[config.mk]
export PLATFORM = sky130hd
export DESIGN_NAME = pong_io_regfile
export DESIGN_NICKNAME = d
export VERILOG_FILES = /design/src/rtl/pong_io_pkg.sv /design/src/rtl/btn_debounce.sv /design/src/rtl/pong_io_regfile.sv
export SDC_FILE = /design/constraint.sdc
export NUM_CORES = 1
export LEC_CHECK = 0
export CAP_MARGIN = 20
export CORE_MARGIN = 3
export CORE_UTILIZATION = 57
export DETAILED_ROUTE_END_ITERATION = 8
export HOLD_SLACK_MARGIN = 0.08
export PLACE_DENSITY = 0.91
export SETUP_SLACK_MARGIN = 0.5
export SLEW_MARGIN = 40
export SYNTH_ARGS = -nofsm -noshare
export SYNTH_HDL_FRONTEND = slang
export SYNTH_SLANG_ARGS = --single-unit
[constraint.sdc]
create_clock -name clk -period 5.6 [get_ports clk]
set_clock_uncertainty 0.1 [all_clocks]
set_input_delay 0.84 -clock clk [delete_from_list [all_inputs] [get_ports clk]]
set_output_delay 0.84 -clock clk [all_outputs]
set_load 0.005 [all_outputs]
[src/rtl/pong_io_pkg.sv]
// Shared constants and helpers for the Pong I/O register block.
// Page numbers decode iomem_addr[31:24].
package pong_io_pkg;

    localparam int POS_W = 10;

    localparam logic [7:0] PAGE_FIRST = 8'h03;
    localparam logic [7:0] PAGE_GPIO  = 8'h03;
    localparam logic [7:0] PAGE_PADL  = 8'h04;
    localparam logic [7:0] PAGE_PADR  = 8'h05;
    localparam logic [7:0] PAGE_BALLX = 8'h06;
    localparam logic [7:0] PAGE_BALLY = 8'h07;
    localparam logic [7:0] PAGE_BTN0  = 8'h08;
    localparam logic [7:0] PAGE_STAT  = 8'h0C;

    // Merge a byte-strobed write into a 10-bit position register.
    function automatic logic [POS_W-1:0] pos_merge(
        input logic [POS_W-1:0] cur,
        input logic [POS_W-1:0] wd,
        input logic [1:0]       be
    );
        logic [POS_W-1:0] r;
        r = cur;
        if (be[0]) r[7:0] = wd[7:0];
        if (be[1]) r[POS_W-1:8] = wd[POS_W-1:8];
        return r;
    endfunction

endpackage

[src/rtl/btn_debounce.sv]
// One pushbutton: 2-flop synchroniser, stability counter,
// debounced level and a single-cycle rising-edge pulse.
module btn_debounce #(
    parameter int unsigned CYCLES = 16
) (
    input  logic clk,
    input  logic resetn,
    input  logic btn_i,
    output logic level_o,
    output logic rise_o
);

    localparam int unsigned CW = (CYCLES > 1) ? $clog2(CYCLES) : 1;
    localparam logic [CW-1:0] LAST = CW'(CYCLES - 1);

    logic          s1_q, s2_q;
    logic          level_q, level_d;
    logic [CW-1:0] cnt_q, cnt_d;

    // Count cycles the synced input disagrees with the level; flip on LAST.
    always_comb begin
        cnt_d   = cnt_q;
        level_d = level_q;
        if (s2_q == level_q) begin
            cnt_d = '0;
        end else if (cnt_q == LAST) begin
            cnt_d   = '0;
            level_d = s2_q;
        end else begin
            cnt_d = cnt_q + 1'b1;
        end
    end

    // Synchroniser, counter and debounced level state.
    always_ff @(posedge clk or negedge resetn) begin
        if (!resetn) begin
            s1_q    <= 1'b0;
            s2_q    <= 1'b0;
            level_q <= 1'b0;
            cnt_q   <= '0;
        end else begin
            s1_q    <= btn_i;
            s2_q    <= s1_q;
            level_q <= level_d;
            cnt_q   <= cnt_d;
        end
    end

    assign level_o = level_q;
    assign rise_o  = level_d & ~level_q;

endmodule

[src/rtl/pong_io_regfile.sv]
// Pong I/O register block on the picosoc iomem bus: GPIO, switches,
// vsync-committed paddle/ball positions and sticky button events.
module pong_io_regfile
    import pong_io_pkg::*;
#(
    parameter int unsigned DEBOUNCE_CYCLES  = 1000000,
    parameter bit          VSYNC_ACTIVE_LOW = 1'b1,
    parameter int unsigned PADDLE_RST       = 150,
    parameter int unsigned BALL_RST         = 0
) (
    input  logic        clk,
    input  logic        resetn,
    input  logic        iomem_valid,
    output logic        iomem_ready,
    input  logic [3:0]  iomem_wstrb,
    input  logic [31:0] iomem_addr,
    input  logic [31:0] iomem_wdata,
    output logic [31:0] iomem_rdata,
    input  logic [15:0] sw,
    input  logic [3:0]  btn,
    input  logic        vsync,
    output logic [31:0] gpio,
    output logic [9:0]  paddle_left_pos,
    output logic [9:0]  paddle_right_pos,
    output logic [9:0]  ball_pos_x,
    output logic [9:0]  ball_pos_y
);

    localparam logic [POS_W-1:0] PR = POS_W'(PADDLE_RST);
    localparam logic [POS_W-1:0] BR = POS_W'(BALL_RST);
    localparam logic [3:0][POS_W-1:0] POS_RST = {BR, BR, PR, PR};

    // Index 0..3 = paddle_left, paddle_right, ball_x, ball_y.
    logic [3:0][POS_W-1:0] shadow_q, shadow_d;
    logic [3:0][POS_W-1:0] live_q, live_d;
    logic [31:0]           gpio_q, gpio_d;
    logic [15:0]           frame_q, frame_d;
    logic                  pending_q, pending_d;
    logic [3:0]            sticky_q, sticky_d;
    logic                  ready_q;
    logic [31:0]           rdata_q, rd_mux;
    logic                  vs1_q, vs2_q, vs_act_q;

    logic [7:0] page;
    logic [1:0] sel;
    logic       acc, rd, pos_hit, btn_hit, pos_we, gpio_we;
    logic       vs_act, commit;
    logic [3:0] deb, rise;
    logic       unused_addr;

    assign page        = iomem_addr[31:24];
    assign sel         = page[1:0];
    assign unused_addr = ^iomem_addr[23:0];

    // Pages below PAGE_FIRST belong to the SoC and are never acknowledged.
    assign acc     = iomem_valid & ~ready_q & (page >= PAGE_FIRST);
    assign rd      = acc & (iomem_wstrb == 4'b0000);
    assign pos_hit = (page[7:2] == PAGE_PADL[7:2]);
    assign btn_hit = (page[7:2] == PAGE_BTN0[7:2]);
    assign pos_we  = acc & pos_hit & (|iomem_wstrb[1:0]);
    assign gpio_we = acc & (page == PAGE_GPIO);

    // Assertion edge of the synchronised vsync starts a frame commit.
    assign vs_act = vs2_q ^ VSYNC_ACTIVE_LOW;
    assign commit = vs_act & ~vs_act_q;

    genvar g;
    generate
        for (g = 0; g < 4; g++) begin : g_btn
            btn_debounce #(
                .CYCLES(DEBOUNCE_CYCLES)
            ) u_deb (
                .clk    (clk),
                .resetn (resetn),
                .btn_i  (btn[g]),
                .level_o(deb[g]),
                .rise_o (rise[g])
            );
        end
    endgenerate

    // Read data mux; sampled pre-update on the acknowledge edge.
    always_comb begin
        rd_mux = '0;
        if (page == PAGE_GPIO) begin
            rd_mux = {sw, gpio_q[15:0]};
        end else if (pos_hit) begin
            rd_mux = {{(32-POS_W){1'b0}}, shadow_q[sel]};
        end else if (btn_hit) begin
            rd_mux = {30'd0, sticky_q[sel], deb[sel]};
        end else if (page == PAGE_STAT) begin
            rd_mux = {pending_q, 15'd0, frame_q};
        end
    end

    // Register-file next state: commit first, then bus writes win.
    always_comb begin
        shadow_d  = shadow_q;
        live_d    = live_q;
        frame_d   = frame_q;
        pending_d = pending_q;
        gpio_d    = gpio_q;
        sticky_d  = sticky_q | rise;
        if (commit) begin
            live_d    = shadow_q;
            frame_d   = frame_q + 16'd1;
            pending_d = 1'b0;
        end
        if (pos_we) begin
            shadow_d[sel] = pos_merge(shadow_q[sel],
                                      iomem_wdata[POS_W-1:0],
                                      iomem_wstrb[1:0]);
            pending_d = 1'b1;
        end
        for (int b = 0; b < 4; b++) begin
            if (gpio_we && iomem_wstrb[b]) begin
                gpio_d[8*b +: 8] = iomem_wdata[8*b +: 8];
            end
        end
        if (rd && btn_hit) begin
            sticky_d[sel] = rise[sel];
        end
    end

    // Register-file and vsync synchroniser state.
    always_ff @(posedge clk or negedge resetn) begin
        if (!resetn) begin
            shadow_q  <= POS_RST;
            live_q    <= POS_RST;
            frame_q   <= '0;
            pending_q <= 1'b0;
            gpio_q    <= '0;
            sticky_q  <= '0;
            vs1_q     <= VSYNC_ACTIVE_LOW;
            vs2_q     <= VSYNC_ACTIVE_LOW;
            vs_act_q  <= 1'b0;
        end else begin
            shadow_q  <= shadow_d;
            live_q    <= live_d;
            frame_q   <= frame_d;
            pending_q <= pending_d;
            gpio_q    <= gpio_d;
            sticky_q  <= sticky_d;
            vs1_q     <= vsync;
            vs2_q     <= vs1_q;
            vs_act_q  <= vs_act;
        end
    end

    // Single-cycle acknowledge with registered read data.
    always_ff @(posedge clk or negedge resetn) begin
        if (!resetn) begin
            ready_q <= 1'b0;
            rdata_q <= '0;
        end else begin
            ready_q <= acc;
            rdata_q <= acc ? rd_mux : 32'd0;
        end
    end

    assign iomem_ready      = ready_q;
    assign iomem_rdata      = rdata_q;
    assign gpio             = gpio_q;
    assign paddle_left_pos  = live_q[0];
    assign paddle_right_pos = live_q[1];
    assign ball_pos_x       = live_q[2];
    assign ball_pos_y       = live_q[3];

endmodule

After elaboration in Yosys (flattened, before gate mapping)
Index checks and enable logic that the tools add are counted.
{"block": "totals", "register_bits": 261, "inputBits": 92, "word_cells": 126}
{"block": "classes", "n_addsub": 5, "magnitude_cmp": 3, "eq_ne": 12, "muxes": 42, "n_bitwise": 19, "n_reduce_logical": 9}
{"operator": "$mux 20", "n": 8}
{"operator": "$mux 32", "n": 5}
{"operator": "$add 20x1->20 const B", "n": 4}
{"operator": "$eq 20x20->1 const B", "n": 4}
{"operator": "$bwmux 40", "n": 1}
{"operator": "$bmux 10 s2", "n": 1}
{"operator": "$demux 10 s2", "n": 1}
{"operator": "$mux 10", "n": 2}
{"operator": "$add 16x1->16 const B", "n": 1}
{"operator": "$mux 8", "n": 2}
{"operator": "$mux 1", "n": 14}
{"operator": "$and 1x1->1", "n": 11}
{"operator": "$eq 8x2->1 const B", "n": 1}
{"operator": "$eq 8x4->1 const B", "n": 1}
{"operator": "$ge 8x2->1 const B", "n": 1}
{"operator": "$not 1->1", "n": 7}
{"operator": "$bmux 1 s2", "n": 3}
{"operator": "$eq 6x1->1 const B", "n": 1}
{"operator": "$eq 6x2->1 const B", "n": 1}
{"operator": "$logic_and 1x1->1", "n": 6}
{"operator": "$bwmux 4", "n": 1}
{"operator": "$eq 1x1->1", "n": 4}
{"operator": "$logic_not 4->1", "n": 1}
{"operator": "$mux 2", "n": 2}
{"operator": "7 further kinds", "n": 7}

Depth between registers and ports, before layout
Gate-level depths: netlist (run 1).
{"block": "logic_depth", "word_depth": 8, "mapped_depth": 7, "mapped_depth_nobuf": 5}

Hierarchy
Synthesis (run 1) repeated with hierarchy kept, for this count alone.
{"block": "unflattened", "hier_cells": 1004, "area_unflattened_um2": 11459.7}
{"mod": "pong_io_regfile", "n_inst": 1, "cells_per_inst": 544, "area_each_um2": 7015.5}
{"mod": "btn_debounce", "n_inst": 4, "cells_per_inst": 115, "area_each_um2": 1111.1}

Least setup slack after synthesis (run 1)
Ideal clock, no wire load.
{"block": "synth_path", "path_type": "input to register", "from": "input iomem_addr[31]", "to": "register shadow_q[20] in the netlist's numbering", "setup_ns": 0.128, "t_arrival_ns": 2.426, "required_time_ns": 5.372, "slack_ns": 2.946, "stages": 6, "n_path_buf": 2, "path_cell_list": "or4_1 buf_2 nor3b_4 nand4b_1 buf_2 mux2_1"}
{"block": "synth_between", "elab_chain_len": 4, "word_cells_on_any_way": 5}
{"element": "start, declared", "line_no": "pong_io_regfile.sv:16", "text": "input logic [31:0] iomem_addr,"}
{"element": "$ge 8x2->1", "line_no": "pong_io_regfile.sv:56", "text": "assign acc = iomem_valid & ~ready_q & (page >= PAGE_FIRST);"}
{"element": "$and 1x1->1", "line_no": "pong_io_regfile.sv:56"}
{"element": "$and 1x1->1 * (2 in series)", "line_no": "pong_io_regfile.sv:60", "text": "assign pos_we = acc & pos_hit & (|iomem_wstrb[1:0]);"}
{"element": "end signal, assigned", "line_no": "pong_io_regfile.sv:138", "text": "shadow_q <= shadow_d;"}
{"element": "end, declared", "line_no": "pong_io_regfile.sv:34", "text": "logic [3:0][POS_W-1:0] shadow_q, shadow_d;"}
Mark *: on every way between the ends. The rest lies on a longest branch, timed or not.
A chain may end at the register's enable or synchronous reset.

Final worst setup path (run 1)
Same ends and word-level chain as after synthesis.

==> results of run 1 <==
flip-flops by register name, indices dropped and copies added, names as in the netlist, 4 cells and up:
name and flops:
g_btn.u_deb.s1_q 4, g_btn.u_deb.level_o 4, shadow_q 40, sticky_q 4
paddle_right_pos 10, ball_pos_y 10, iomem_rdata 32, paddle_left_pos 10
gpio 32, frame_q 16, g_btn.u_deb.cnt_q 80, g_btn.u_deb.s2_q 4
ball_pos_x 10
kinds of logic (layout without fill, tap and decap cells):
| logic type | Yosys count | count (layout) | synth area share |
|---|---|---|---|
| simple gates | 294 | 294 | 0.145 |
| flops | 261 | 261 | 0.577 |
| xor+xnor | 71 | 71 | 0.0548 |
| buf+inv | 49 | 249 | 0.0173 |
| compound gates | 81 | 81 | 0.0495 |
| fa+ha+maj | 5 | 5 | 0.00551 |
| mux | 142 | 142 | 0.150 |
cells in the mapped netlist (all sizes together) (3+ instances only):
library cell and instances:
and2 5, a21oi 27, o21ai 10, mux2i 5, nor4 17, nor4b 6, xor2 39, nand3 43
nand2 37, and3 27, mux2 127, or4 13, buf 10, o41ai 3, clkbuf 24, nand4 24
ha 5, and4 11, nor3 9, or3 11, inv 15, nand2b 3, xnor2 32, nor2 74
o31ai 13, dfstp 18, a22oi 15, mux4 10, dfrtp 243
final timing paths:
path                                                            to  slack [ns]  cells past startpoint
worst max-delay path                      shadow_q[20]$_DFFE_PN0P_        2.21                      5
worst min-delay path                 g_btn[1].u_deb.s2_q$_DFF_PN0_        0.25                      0
worst max register to register            shadow_q[20]$_DFFE_PN0P_        3.08                      5
worst min register to register       g_btn[1].u_deb.s2_q$_DFF_PN0_        0.25                      0
max in group asynchronous       g_btn[1].u_deb.cnt_q[10]$_DFF_PN0_        3.23                      5
min in group asynchronous                iomem_rdata[11]$_DFF_PN0_        0.64                      2
routing by layer:
layer,routed length (um),GRT usage
met1,11100,0.328
met2,14100,0.441
met3,1820,0.0435
met4,932,0.0881
met5,0,0
power breakdown:
part	total (mW)	switching [mW]	internal (mW)	leakage (nW)
sequential	1.99	0.0539	1.94	3.53
clock	1.72	0.734	0.987	0.426
combinational	0.271	0.137	0.134	2.36
critical path, delay by kind of cell:
family	cells	cell delay (ns)
muxes	1	0.56
buffers and inverters	1	0.41
and+or+nand+nor	3	1.87
area by class of cell:
class,count,area share
clock inverters,13,0.00674
inverters,15,0.00394
flip-flops and latches,261,0.458
multi-input cells,593,0.325
repair buffers,184,0.131
well taps,260,0.0228
clock buffers,37,0.0527
metrics by stage:
stage / setup WS [ns] / utilization / power (mW)
after detailed placement: 1.63 / 0.702 / 2.29
after global placement: 1.74 / 0.698 / 2.27
final: 2.21 / 0.747 / 3.98
after CTS: 2.22 / 0.747 / 4.01
after global routing: 2.15 / 0.747 / 4.12
after floorplan: 2.95 / - / 2.12
==> results summary, run 1 <==
By area the synthesized netlist is led by dfrtp_1 54%, mux2_2 12%, dfstp_2 4.2%. Traced cell by cell, the critical path runs through clkdlybuf4s50_1, or4_1, nor3b_4, nand4b_1, mux2_1. In this run the number of H-tree levels came out at 1. The start point of the worst hold path is g_btn[1].u_deb.s1_q$_DFF_PN0_. The first-pass GRT wire length came out at 44.9 mm.

The count of TritonRoute iterations in the first routing pass is 5. The number of DRC violations after detailed routing came out at 0. The number of antenna violations at the first check in global routing came out at 0. The final count of pins violating max slew is 0. The layout filler cell count is 1219. The most used flip-flop cell after synthesis is dfrtp_1. The register cell area after layout is about 6600 sq um. The count of clock tree sinks is 261. Excluding fillers, the count of instances in the completed layout stands at 1363. The total die area came out at 21600 sq um. The most frequent standard cell in the layout excluding fill and tap cells is dfrtp_1.

The final-stage net count came out at about 1200. The count of maximum capacitance violations is 0. The yosys synthesis warning count came out at 0. The die extent in x is 147 um.

After clock tree synthesis, the clock-pin slew on the worst setup and hold paths is 0.06 ns. Setup total negative slack on the finished layout was measured at 0 ns. The chip height came out at 147 um. The tightest slew margin relative to the limit is 0.448.

The time the final worst path needs with I/O delays and setup came out at 3.39 ns. The number of buffers inserted for hold repair after clock tree synthesis is 1. The net count of the mapped netlist came out at 1000.

The initialized floorplan defines 50 standard-cell rows. After synthesis the netlist holds a flip-flop and latch count of 261. The via count of the first global-routing pass came out at about 8400. The multi-input combinational cells in the finished layout cover a total of roughly 4600 sq um. The routability congestion estimate from global placement is 0.819. The part of the Yosys area used for sequential elements is 0.577. The critical path endpoint category is a flop. STA puts the critical path data arrival time at approximately 3.7 ns.

Of all cell types, the one taking the most synthesized area is dfrtp_1. The worst setup path is of the in -> reg kind. The later-pin clock latency in the skew report came out at between 0.5 and 0.6 ns. The number of buffers between clock root and the deepest sink is 3.

The standard cell core area is 19100 sq um. The post-synthesis instance area is 11300 sq um. The sum of net half-perimeters after detailed placement is 19.1 mm. On the final layout, the worst hold slack is roughly 0.25 ns. CTS placed an instance of clkbuf_16 at the clock tree root. The remaining antenna violation count came out at 0. Tracing the worst setup path back leads to its startpoint at iomem_addr[31]. During placement, the flow inserted port buffers numbering 172. The achievable clock frequency came out at roughly 300 MHz. The number of setup buffers added after CTS is 0.

The number of violations reported at the end of detailed-routing iteration 0 is 755. At the pin with the least slew margin, the transition time is 0.829 ns. The share of post-route cells with drive strength above 1 came out at 0.211.

The number of distinct standard cells referenced by the synthesized netlist came out at between 50 and 60. Setup repair after global routing left no endpoint under its margin. Wires add up to 27.9 mm.

Summing all non-filler instances in the final layout gives an area of 14300 sq um. The flow ran to the end, and the final reports show no timing, DRC or antenna violations. The path class of the tightest hold or removal check is reg -> reg. The power density over the cells came out at 279 nW/um^2. The wire length per cell is 20.5 um.

Summed over all cells, the static leakage comes to 6.32 nW. Detailed routing inserted a total of about 8200 vias. The initial cell density of the core is 0.593. The element type at the critical path start is an input port. 0 antenna diodes ended up in the layout. The endpoint required time on the critical path is 5.92 ns.

The total I/O pin count came out at 197. After detailed placement, the design holds a cell count of 1312. The final number of hold-violating endpoints came to 0. The largest stage delay on the critical path is just under 0.8 ns. Setup violations remaining at the end of the flow were counted as 0. The fraction of synthesized cell area taken by the top area cell type is 0.536. Entering global routing, the biggest net connects 123 pins. Synthesis produced approximately 900 cells. The number of clock buffers inserted by TritonCTS is 27. The post-synthesis area per instance came out at 12.6 sq um. The library cells used most frequently in the layout, excluding fill and tap cells, are 243 x dfrtp_1, 170 x clkdlybuf4s50_1, 125 x mux2_2. Gates resized during post-CTS repair numbered 0. The post-placement cell area is 13400 sq um. Global routing finished with a remaining overflow of 0. The number of vias per cell after detailed routing came out at 6.04. For this design, the slowest cell found on the critical path is or4_1. Across every metal layer, demand over resource in global routing totals 0.255. The largest fanout of any net on the critical path is 10.

The worst register-to-register path begins at iomem_ready$_DFF_PN0_. The share of flip-flops with an asynchronous set or reset after synthesis came out at 1.00. TritonCTS built the clock tree. The area added between synthesis and finish came out at 26.0%. The ratio of final minimum period to clock period is 0.605. VDD sags by at most between 0.15 and 0.2 mV. Counting flops with a built-in enable in the synthesized netlist gives 0.
Note: power is estimated with default switching activity, not from simulation.
==> run 2, diff against run 1 <==
--- a/config.mk
+++ b/config.mk
@@ -7,10 +7,10 @@
 export LEC_CHECK = 0
 export CAP_MARGIN = 20
 export CORE_MARGIN = 3
-export CORE_UTILIZATION = 57
+export CORE_UTILIZATION = 53
 export DETAILED_ROUTE_END_ITERATION = 8
 export HOLD_SLACK_MARGIN = 0.08
-export PLACE_DENSITY = 0.91
+export PLACE_DENSITY = 0.86
 export SETUP_SLACK_MARGIN = 0.5
 export SLEW_MARGIN = 40
 export SYNTH_ARGS = -nofsm -noshare
==> constraint.sdc (replaced) <==
create_clock -name clk -period 3.4 [get_ports clk]
set_clock_uncertainty 0.1 [all_clocks]
set_input_delay 0.51 -clock clk [delete_from_list [all_inputs] [get_ports clk]]
set_output_delay 0.51 -clock clk [all_outputs]
set_load 0.005 [all_outputs]
==> run 2 against run 1 <==
  * Final cell count up 1.5%
  * Worst setup slack worse by 1.6 ns
  * Hold slack worse by 0.0022 ns
  * Non-clock buffer count up 11
  * Global-route usage down 3.2 points
  * Largest power group unchanged
  * Highest routed layer unchanged
==> results summary, run 2 (synthesis gave the netlist of run 1 again) <==
STA puts the critical path data required time at approximately 3.7 ns. The worst setup path category is in -> reg. The cell at the root of the clock tree is clkbuf_16.

The total die area is 23200 sq um. Setup violations remaining at the end of the flow were counted as 0. The clock reaches the later pin of the worst-skew pair after 0.54 ns. The wire length per cell came out at 18.9 um. The aggregate global-route resource usage is 0.223. TritonCTS built the clock tree. The part of the power in combinational logic is 0.066. Derived from the worst setup path, the maximum achievable clock frequency is 358 MHz. The standard cell core area is between 20000 and 25000 sq um. STA classifies the critical path startpoint as an input port. The sum of net half-perimeters after detailed placement came out at 18.0 mm. The min-delay analysis places its worst path in the category reg -> reg. In this run the vertical extent of the chip is 152 um. The number of antenna violations at the first check in global routing is 0. Clock-pin slew was measured on the worst setup and hold paths at 0.06 ns. Entering global routing, the biggest net connects 114 pins. The largest register by flop count is g_btn.u_deb.cnt_q. The number of buffers inserted for hold repair after clock tree synthesis came out at 1. The net count of the finished layout is 1190. Using the TritonRoute via totals, the vias-per-cell ratio works out to 5.82. With fillers left out, the area of the finished cells amounts to around 14000 sq um. The post-CTS repair timing setup buffer count came out at 0. The run finished with clean final reports. The switching power total came out at 1.50 mW. The completed layout was analyzed and its total power is around 6.8 mW. The most frequent standard cell in the layout excluding fill and tap cells is dfrtp_1. The power density over the cells came out at around 470 nW/um^2. The count of placed standard cells in the final layout, fillers left out came out at approximately 1400. Summing all placed instances gives a cell area of 13500 sq um. The count of inserted antenna diode cells is 0. The final setup TNS came out at 0 ns. The count of clock tree sinks is 261. The number of cells upsized or downsized after cts came out at 0. The tightest slew margin relative to the limit came out at 0.489. The remaining global-route overflow is 0.

The initial cell density of the core is 0.550. The number of violations reported at the end of detailed-routing iteration 0 came out at approximately 470. The area added between synthesis and finish came out at 27.4%.

The flip-flop count of the largest register, all copies and words added came out at 80. Of the total power, the share spent switching nets is 0.222. The routability congestion estimate from global placement came out at 0.847.

The final count of pins violating max slew came to 0. The total internal power came out at 5.26 mW. The proportion of power drawn by flip-flops and latches is 0.485.

The count of H-tree levels built during CTS came out at 1. For this run, design rule violations remaining after detail routing come to 0. The cell total after placement is around 1300. The number of rows created at floorplan is between 50 and 60.

The count of TritonRoute iterations in the first routing pass is 5. The number of clock buffers inserted by TritonCTS came out at 27. The worst-case IR drop observed on VDD is 0.364 mV. At the pin with the least slew margin, the transition time is 0.759 ns. Of the cells placed in the final design, the portion with a size suffix greater than 1 is 0.218. The routed via count is between 8000 and 9000. The critical path endpoint category is a flop. The final number of hold-violating endpoints is 0.

The tool flagged a number of max-cap violations equal to 0. The ratio of final minimum period to clock period is 0.821. The arrival time at the worst endpoint is 3.09 ns.

Setup repair after global routing left no endpoint under its margin. The routed design could run at a clock period as short as 2.79 ns. The port buffer count is 172. The remaining antenna violation count is 0. The static leakage power is around 6.4 nW. The largest registers in the layout are g_btn.u_deb.cnt_q (80), shadow_q (40). The via count of the first global-routing pass came out at about 8000.

The number of buffers between clock root and the deepest sink is 3. The share of power burned in the clock network came out at 0.450. The routed design has 26.2 mm of wire.

The die extent in x is around 150 um. The library cells used most frequently in the layout, excluding fill and tap cells, are 243 x dfrtp_1, 171 x clkdlybuf4s50_1, 125 x mux2_2. The largest fanout of any net on the critical path is 11.

The first-pass GRT wire length came out at ~43 mm. The total I/O pin count is 197.
[run 2: cell types whose count changed in the layout (fill, tap and decap cells not counted), sizes merged]
cell,change
bufinv,+2
buf,+10
clkdlybuf4s50,+1
clkinv,-5
clkinvlp,+1
clkbuf,+1
[run 2: cell type report]
type,instances,area [sq um]
fillers,1316,6160
repair buffers,195,1960
well taps,270,338
clock inverters,11,150
clock buffers,38,787
multi-input cells,593,4620
flip-flops and latches,261,6550
inverters,15,56.3
[run 2: routing by layer]
layer  part of all wire  track usage
met2               0.50        0.377
met3              0.059       0.0378
met4              0.034       0.0792
met5                  0            0
met1               0.41        0.294
[run 2: path summary, 6_finish.rpt]
check                                                  start                                 end  slack (ns)  cells past startpoint
max in group asynchronous                             resetn                     vs1_q$_DFF_PN1_        1.87                      4
min                            g_btn[1].u_deb.s1_q$_DFF_PN0_       g_btn[1].u_deb.s2_q$_DFF_PN0_        0.25                      0
max                                           iomem_addr[31]            shadow_q[30]$_DFFE_PN0P_        0.61                      5
max reg2reg                g_btn[3].u_deb.cnt_q[0]$_DFF_PN0_  g_btn[3].u_deb.cnt_q[18]$_DFF_PN0_        0.85                      6
min in group asynchronous                             resetn           ball_pos_y[4]$_DFFE_PN0P_        0.37                      2
min reg2reg                    g_btn[1].u_deb.s1_q$_DFF_PN0_       g_btn[1].u_deb.s2_q$_DFF_PN0_        0.25                      0
[run 2: power by group through the flow]
| stage | registers (mW) | clock network [mW] | logic [mW] |
|---|---|---|---|
| 5_1_grt | 3.29 | 3.22 | 0.486 |
| 3_5_place_dp | 3.33 | 0 | 0.436 |
| 2_1_floorplan | 3.30 | 0 | 0.193 |
| 4_1_cts | 3.28 | 3.10 | 0.445 |
| 6_report | 3.28 | 3.04 | 0.444 |
| 3_3_place_gp | 3.33 | 0 | 0.424 |
[run 2: critical path, stage by stage]
cell and delay (ns):
clkdlybuf4s50_1 0.41, or4_1 0.76, nor3b_4 0.57, nand3_2 0.43, mux2_2 0.41
[run 2: stage by stage]
| stage | hold WS, ns | utilization | worst slack (ns) |
|---|---|---|---|
| after global placement | 0.234 | 0.654 | 0.178 |
| after global routing | 0.258 | 0.701 | 0.536 |
| after CTS | 0.248 | 0.700 | 0.655 |
| after floorplan | 0.114 | - | 1.08 |
| final | 0.247 | 0.701 | 0.607 |
| after detailed placement | 0.236 | 0.654 | 0.0899 |
